## config.mk

```make
export PLATFORM = sky130hd
export DESIGN_NAME = stream_burst_tx
export DESIGN_NICKNAME = d
export VERILOG_FILES = /design/src/rtl/nn_stream_pkg.sv /design/src/rtl/stream_fifo2.sv /design/src/rtl/stream_burst_tx.sv
export SDC_FILE = /design/constraint.sdc
export NUM_CORES = 1
export LEC_CHECK = 0
export BUFFER_PORTS_ARGS = -buffer_cell sky130_fd_sc_hd__clkbuf_2
export CAP_MARGIN = 10
export CORE_MARGIN = 5
export CORE_UTILIZATION = 35
export CTS_CLUSTER_SIZE = 28
export DETAILED_ROUTE_END_ITERATION = 8
export PLACE_DENSITY_LB_ADDON = 0.2
export SYNTH_ARGS = -nofsm -noshare
export SYNTH_HDL_FRONTEND = slang
export SYNTH_SLANG_ARGS = --single-unit
```

## constraint.sdc

```tcl
create_clock -name clk -period 10.2 [get_ports clk]
set_input_delay 2.04 -clock clk [delete_from_list [all_inputs] [get_ports clk]]
set_output_delay 2.04 -clock clk [all_outputs]
set_load 0.02 [all_outputs]
```

## src/rtl/nn_stream_pkg.sv

```systemverilog
// Shared types and default widths for the accelerator word-stream blocks.
package nn_stream_pkg;
  localparam int DATA_W = 32;
  localparam int ADDR_W = 10;
  localparam int LEN_W  = 11;

  typedef enum logic [1:0] {
    IDLE  = 2'd0,
    RUN   = 2'd1,
    FLUSH = 2'd2
  } tx_state_e;
endpackage

```

## src/rtl/stream_fifo2.sv

```systemverilog
// Two-entry FIFO whose head entry is a register, so the stream side sees
// registered data and a registered non-empty flag.
module stream_fifo2 #(
  parameter int W = 33
) (
  input  logic         clk,
  input  logic         rstn,
  input  logic         push,
  input  logic [W-1:0] push_data,
  input  logic         pop,
  output logic [W-1:0] head,
  output logic         full,
  output logic         empty,
  output logic [1:0]   occ
);
  logic [W-1:0] tail;

  always_ff @(posedge clk) begin
    if (!rstn) begin
      head <= '0;
      tail <= '0;
      occ  <= '0;
    end else begin
      case ({push, pop})
        2'b10: begin
          if (occ == 2'd0) head <= push_data;
          else             tail <= push_data;
          occ <= occ + 2'd1;
        end
        2'b01: begin
          head <= tail;
          occ  <= occ - 2'd1;
        end
        2'b11: begin
          // Occupancy is unchanged; the new word goes behind whatever remains.
          if (occ == 2'd1) head <= push_data;
          else begin
            head <= tail;
            tail <= push_data;
          end
        end
        default: ;
      endcase
    end
  end

  assign full  = (occ == 2'd2);
  assign empty = (occ == 2'd0);
endmodule

```

## src/rtl/stream_burst_tx.sv

```systemverilog
// Burst reader: fetches burst_len words from a 1-cycle-latency memory starting
// at base_addr and streams them out with valid/ready flow control.
//
// Handshake: a word moves when valid_out && ready_in at a rising edge. Once
// valid_out is high, valid_out/data_out/last_out hold until that transfer;
// valid_out is a register decode and never depends on ready_in.
module stream_burst_tx
  import nn_stream_pkg::*;
#(
  parameter int DATA_W = nn_stream_pkg::DATA_W,
  parameter int ADDR_W = nn_stream_pkg::ADDR_W,
  parameter int LEN_W  = nn_stream_pkg::LEN_W
) (
  input  logic              clk,
  input  logic              rstn,
  input  logic              start,
  input  logic [ADDR_W-1:0] base_addr,
  input  logic [LEN_W-1:0]  burst_len,
  output logic              busy,
  output logic              done,
  output logic              mem_rd_en,
  output logic [ADDR_W-1:0] mem_rd_addr,
  input  logic [DATA_W-1:0] mem_rd_data,
  output logic              valid_out,
  output logic [DATA_W-1:0] data_out,
  output logic              last_out,
  input  logic              ready_in,
  output tx_state_e         state
);
  logic [ADDR_W-1:0] base_q;
  logic [LEN_W-1:0]  len_q;
  logic [LEN_W-1:0]  issued;
  logic [LEN_W-1:0]  sent;
  logic              inflight;
  logic              inflight_last;
  logic              pop;
  logic              fifo_push;
  logic              fifo_full;
  logic              fifo_empty;
  logic [1:0]        occ;
  logic [2:0]        budget;
  logic [DATA_W:0]   head;

  assign pop = valid_out && ready_in;

  // Words the buffer will hold after this edge if no new read is issued.
  assign budget    = {1'b0, occ} + {2'b0, inflight} - {2'b0, pop};
  assign mem_rd_en = (state == RUN) && (issued < len_q) && (budget < 3'd2);
  assign mem_rd_addr = base_q + ADDR_W'(issued);

  assign fifo_push = inflight && (!fifo_full || pop);

  stream_fifo2 #(.W(DATA_W + 1)) u_fifo (
    .clk       (clk),
    .rstn      (rstn),
    .push      (fifo_push),
    .push_data ({inflight_last, mem_rd_data}),
    .pop       (pop),
    .head      (head),
    .full      (fifo_full),
    .empty     (fifo_empty),
    .occ       (occ)
  );

  assign valid_out = !fifo_empty;
  assign data_out  = head[DATA_W-1:0];
  assign last_out  = valid_out && head[DATA_W];
  assign busy      = (state != IDLE);

  always_ff @(posedge clk) begin
    if (!rstn) begin
      state         <= IDLE;
      base_q        <= '0;
      len_q         <= '0;
      issued        <= '0;
      sent          <= '0;
      inflight      <= 1'b0;
      inflight_last <= 1'b0;
      done          <= 1'b0;
    end else begin
      done          <= 1'b0;
      inflight      <= mem_rd_en;
      // The last flag travels with the read so it lands on the right buffer entry.
      inflight_last <= mem_rd_en && (issued == len_q - LEN_W'(1));
      if (mem_rd_en) issued <= issued + LEN_W'(1);
      if (pop)       sent   <= sent + LEN_W'(1);
      case (state)
        IDLE: begin
          if (start) begin
            if (burst_len != '0) begin
              state  <= RUN;
              base_q <= base_addr;
              len_q  <= burst_len;
              issued <= '0;
              sent   <= '0;
            end else begin
              done <= 1'b1;
            end
          end
        end
        RUN: begin
          if (issued == len_q) state <= FLUSH;
        end
        FLUSH: begin
          if (pop && (sent == len_q - LEN_W'(1))) begin
            state <= IDLE;
            done  <= 1'b1;
          end
        end
        default: state <= IDLE;
      endcase
    end
  end
endmodule

```

; After elaboration in Yosys (flattened, before gate mapping)
; Cells that the tools add are included.
[totals]
ff_bits = 116
latch_bits = 0
ramBits = 0
romBits = 0
inputBits = 57
out_inout_bits = 49
word_cells = 83
memories = 0
[classes]
add_sub_neg = 8
n_mul = 0
div_mod_pow = 0
n_lt_le_gt_ge = 2
eq_ne = 17
shifts = 0
mux = 24
bitwise_logic = 0
n_reduce_logical = 21
[ops]
columns = op, count
row1 = $mux 33, 4
row2 = $pmux 33 s3, 1
row3 = $mux 11, 8
row4 = $pmux 33 s2, 1
row5 = $eq 11x11->1, 3
row6 = $add 11x1->11 const B, 2
row7 = $ne 2x2->1 const B, 6
row8 = $lt 11x11->1, 1
row9 = $reduce_bool 11->1, 1
row10 = $sub 11x1->11 const B, 1
row11 = $add 10x10->10, 1
row12 = $eq 2x2->1 const B, 4
row13 = $mux 2, 4
row14 = $logic_and 1x1->1, 7
row15 = $eq 2x1->1 const B, 3
row16 = $pmux 2 s3, 1
row17 = $reduce_and 3->1, 2
row18 = $reduce_bool 2->1, 3
row19 = $logic_not 2->1, 2
row20 = $pmux 2 s2, 1
row21 = $reduce_and 4->1, 1
row22 = $add 2x1->3, 1
row23 = $lt 3x2->1 const B, 1
row24 = $mux 1, 3
row25 = other kinds (9), 10

; Longest topological paths before layout
[depth]
word_depth = 10
ltp_mapped = 17

; Hierarchy
; Synthesis repeated with hierarchy kept, for this count alone.
[unflattened]
hier_cells = 751
area_unflattened_um2 = 6498.7
[by_module_without_submodules]
columns = mod, n_inst, cells_per_inst, area_each_um2, seq_area_each_um2
row1 = stream_burst_tx, 1, 381, 3271.9, 960.9
row2 = stream_fifo2, 1, 370, 3226.8, 1361.3

; Worst setup path before layout
; Ideal clock, no wire load.
[synth_path]
path_type = input to output
start = input port ready_in
end = output port mem_rd_en
arrival_time_ns = 4.250
slack_ns = 3.910
cell_stages = 13
path_buffers = 3
cell_sequence = nand2b_1 buf_2 inv_2 ha_1 nand2b_1 fa_1 xor2_1 nor4b_1 o21ai_0 a21o_1 buf_6 clkbuf_1 inv_1
[synth_between]
elab_chain_cells = 4
[synth_rtl]
columns = item, line
row1 = start: declaration, stream_burst_tx.sv:27  ; input logic ready_in,
row2 = $logic_and 1x1->1, stream_burst_tx.sv:44  ; assign pop = valid_out && ready_in;
row3 = $sub 3x1->3, stream_burst_tx.sv:47  ; assign budget = {1'b0, occ} + {2'b0, inflight} - {2'b0, pop};
row4 = $lt 3x2->1, stream_burst_tx.sv:48  ; assign mem_rd_en = (state == RUN) && (issued < len_q) && (budget < 3'd2);
row5 = $logic_and 1x1->1, stream_burst_tx.sv:48
row6 = end: declaration, stream_burst_tx.sv:21  ; output logic mem_rd_en,
; Every way passes these cells.

; Worst setup path after layout
; Same ends and word-level chain as after synthesis.

==> metrics.txt <==
CP Launch Type input port; Largest stage delay, worst path 0.38 ns; switching power 632 uW; RSZ-0062 raised after global routing false; Req. time, crit path 8.16 ns; Post-Syn Nets 841; Mean Syn Cell Area 8.35 um2; Clock Latency Late Sink 0.42 ns; clock slew seen by the registers of the worst setup and hold paths 0.06 ns; Area growth syn-to-layout 16.5%; remaining antenna violation count 0; ys flop type dfxtp_1; max-cap viol count 0; Crit Path Class in2out; CP Cell Sequence clkbuf_2, nand2b_1, inv_2, ha_1, nand2b_1, fa_1, xor2_1, nor4b_1, o21ai_0, a21o_1, inv_1, clkbuf_2; Yosys cell types 58; core area 17800 um2; final setup violation count 0; Layout Nets 892; Gate Count Post-Synth 755; DRT Pass-1 Iters 4; Post-Route M1 WL 7180 um; number of fillers in the final layout 1812; CTS root buffer clkbuf_16; drt initial violations 254; ANT cells 0; Warnings, synthesis 0; Logic pwr share 0.310; Sw Ratio 0.357; Top delay family on crit path adder cells; Finished Core Util 0.412; CTS tree built; Rel. slew slack 0.250; measured slew at the worst slew-check pin 1.12 ns; antenna violations before repair 0; grt total ovfl 0; final WL 15100 um; HP Class reg2reg; share of cells above drive strength 1 0.192; register area share after synthesis 0.368; Multi-input gate area 3440 um2; Final Hold Vio Count 0; drt via density 4.98; metal2 WL 7020 um; crit end category output port; Post-CTS Repair Setup Buffers 0; DIE HEIGHT 144 um; leakage 3.19 nW; DR WL/cell 14.4 um; Fmax 0.150 GHz; hold buffer count at CTS 0; period utilization 0.654; asr flop ratio synth 0; Clock Skew 0.0111 ns; Pint 1.14 mW; DRC Markers 0; met3 routed WL 714 um; synthesis-stage register bit count 116; Sequential Area 2320 um2; clock buffer depth 2; slowest CP cell fa_1; share of power burned in registers 0.336; DP HPWL 10500 um; most frequent cells in the layout dfxtp_1, clkbuf_2, nand2_1, nor2_1, mux2i_1; Sink Count 116; Final Wtd Congestion 0.796; Slew Limit Fails 0; pwr dens 241 nW/um2; GRT Util Overall 0.147; outcome complete, no violations; commonest non-fill, non-tap cell in the layout dfxtp_1; setup TNS 0 ns; Port Buf Inserts 105; CP bufs+invs 4; minimum clock period 6.67 ns; share of power burned in the clock network 0.354; CP max FO 19; top layer reached by signal wires met4; I/O pin count 106; Post-synth EDFFs 0; maximum vdd ir drop 0.122 mV; largest net degree at the start of global routing 94; Non-Filler Cell Area, Final 7350 um2; mapped cell area 6310 um2; H-tree levels 4; initial core utilization 0.354; Arrival @ worst endpoint 4.63 ns; Chip Width 144 um; Die ar. 20800 um2; first-pass GRT wire length 24600 um; Num CTS Buffers 17; post-placement cell area 6730 um2; vias in the first global route 4835; post-cts resize count 0; row count 49; via count 5216
kinds of logic (layout without fill, tap and decap cells):
group	count (synthesis)	count (layout)	synth area share
and+or+nand+nor	260	260	0.187
AOI/OAI and AO/OA	146	146	0.152
DFF	116	116	0.368
buffers and inverters	108	172	0.0877
muxes	56	56	0.0893
xor gates and xnor gates	40	40	0.0555
adders and majority gates	29	29	0.0599
sequential cells by signal, indices dropped and copies added (netlist names):
register and count:
state 2, sent 11, inflight_last 1, len_q 11, inflight 1, done 1
base_q 10, u_fifo.head 33, issued 11, u_fifo.occ 2, u_fifo.tail 33
worst min-delay path, delay by kind of cell (launching register included):
family	cells	cell delay (ns)
flip-flops	1	0.30
AND/OR/NAND/NOR	1	0.05
AO/OA/AOI/OAI	1	0.05
layer usage:
metal  track usage  vias up
li1              -     2710
met1         0.198     2387
met2         0.234      103
met3        0.0384       16
met4        0.0432        0
met5             0        -
stage by stage:
stage,instances,hold slack (ns),power (mW),worst slack [ns]
floorplan,755,0.432,1.09,3.91
global placement,1016,0.442,1.16,3.53
detailed placement,1016,0.447,1.16,3.50
CTS,1048,0.454,1.79,3.49
global route,1048,0.466,1.88,3.24
finish,1048,0.451,1.77,3.53
cells in the mapped netlist, types with 3 or more instances:
| cell type | count | area share |
|---|---|---|
| dfxtp_1 | 116 | 0.37 |
| nand2_1 | 95 | 0.057 |
| nor2_1 | 88 | 0.052 |
| mux2i_1 | 54 | 0.086 |
| a21oi_1 | 51 | 0.040 |
| a211oi_1 | 37 | 0.044 |
| buf_4 | 32 | 0.038 |
| clkbuf_1 | 28 | 0.017 |
| inv_1 | 28 | 0.017 |
| ha_1 | 27 | 0.054 |
| xnor2_1 | 23 | 0.032 |
| o21ai_0 | 17 | 0.013 |
| xor2_1 | 17 | 0.024 |
| buf_2 | 14 | 0.011 |
| nand3_1 | 14 | 0.011 |
| nand4_1 | 10 | 0.0099 |
| nor3_1 | 9 | 0.0071 |
| and3_1 | 7 | 0.0069 |
| or3_1 | 7 | 0.0069 |
| a21o_1 | 6 | 0.0071 |
| nor2b_1 | 6 | 0.0060 |
| nand2b_1 | 5 | 0.0050 |
| a31oi_1 | 4 | 0.0040 |
| nor4_1 | 4 | 0.0040 |
| a22oi_1 | 3 | 0.0036 |
| and2_1 | 3 | 0.0030 |
| o311ai_0 | 3 | 0.0042 |
| o31ai_1 | 3 | 0.0036 |
| o41ai_1 | 3 | 0.0042 |
| or4_1 | 3 | 0.0036 |
path summary, 6_finish.rpt:
path                                                   start                      endpoint  cells past startpoint  slack (ns)
worst min-delay path            u_fifo.tail[20]$_SDFFE_PN0P_  u_fifo.tail[20]$_SDFFE_PN0P_                      2        0.45
worst min register to register  u_fifo.tail[20]$_SDFFE_PN0P_  u_fifo.tail[20]$_SDFFE_PN0P_                      2        0.45
worst max register to register    u_fifo.occ[1]$_SDFFE_PN0P_          issued[5]$_SDFF_PN0_                     13        6.45
worst max-delay path                                ready_in                     mem_rd_en                     12        3.53
power by group through the flow:
stage	clock network (mW)	registers, mW	logic (mW)
final	0.626	0.594	0.548
after global routing	0.661	0.605	0.616
after CTS	0.640	0.596	0.557
after detailed placement	0	0.605	0.555
after global placement	0	0.605	0.557
after floorplan	0	0.586	0.505
cell type report:
cell class              instances  area share
clock buffers                  17      0.0579
well taps                     229      0.0390
clock inverters                15      0.0264
repair buffers                110      0.0766
inverters                      30      0.0153
multi-input cells             531       0.469
flip-flops and latches        116       0.316
No activity file was read; power rests on OpenSTA's default activity.
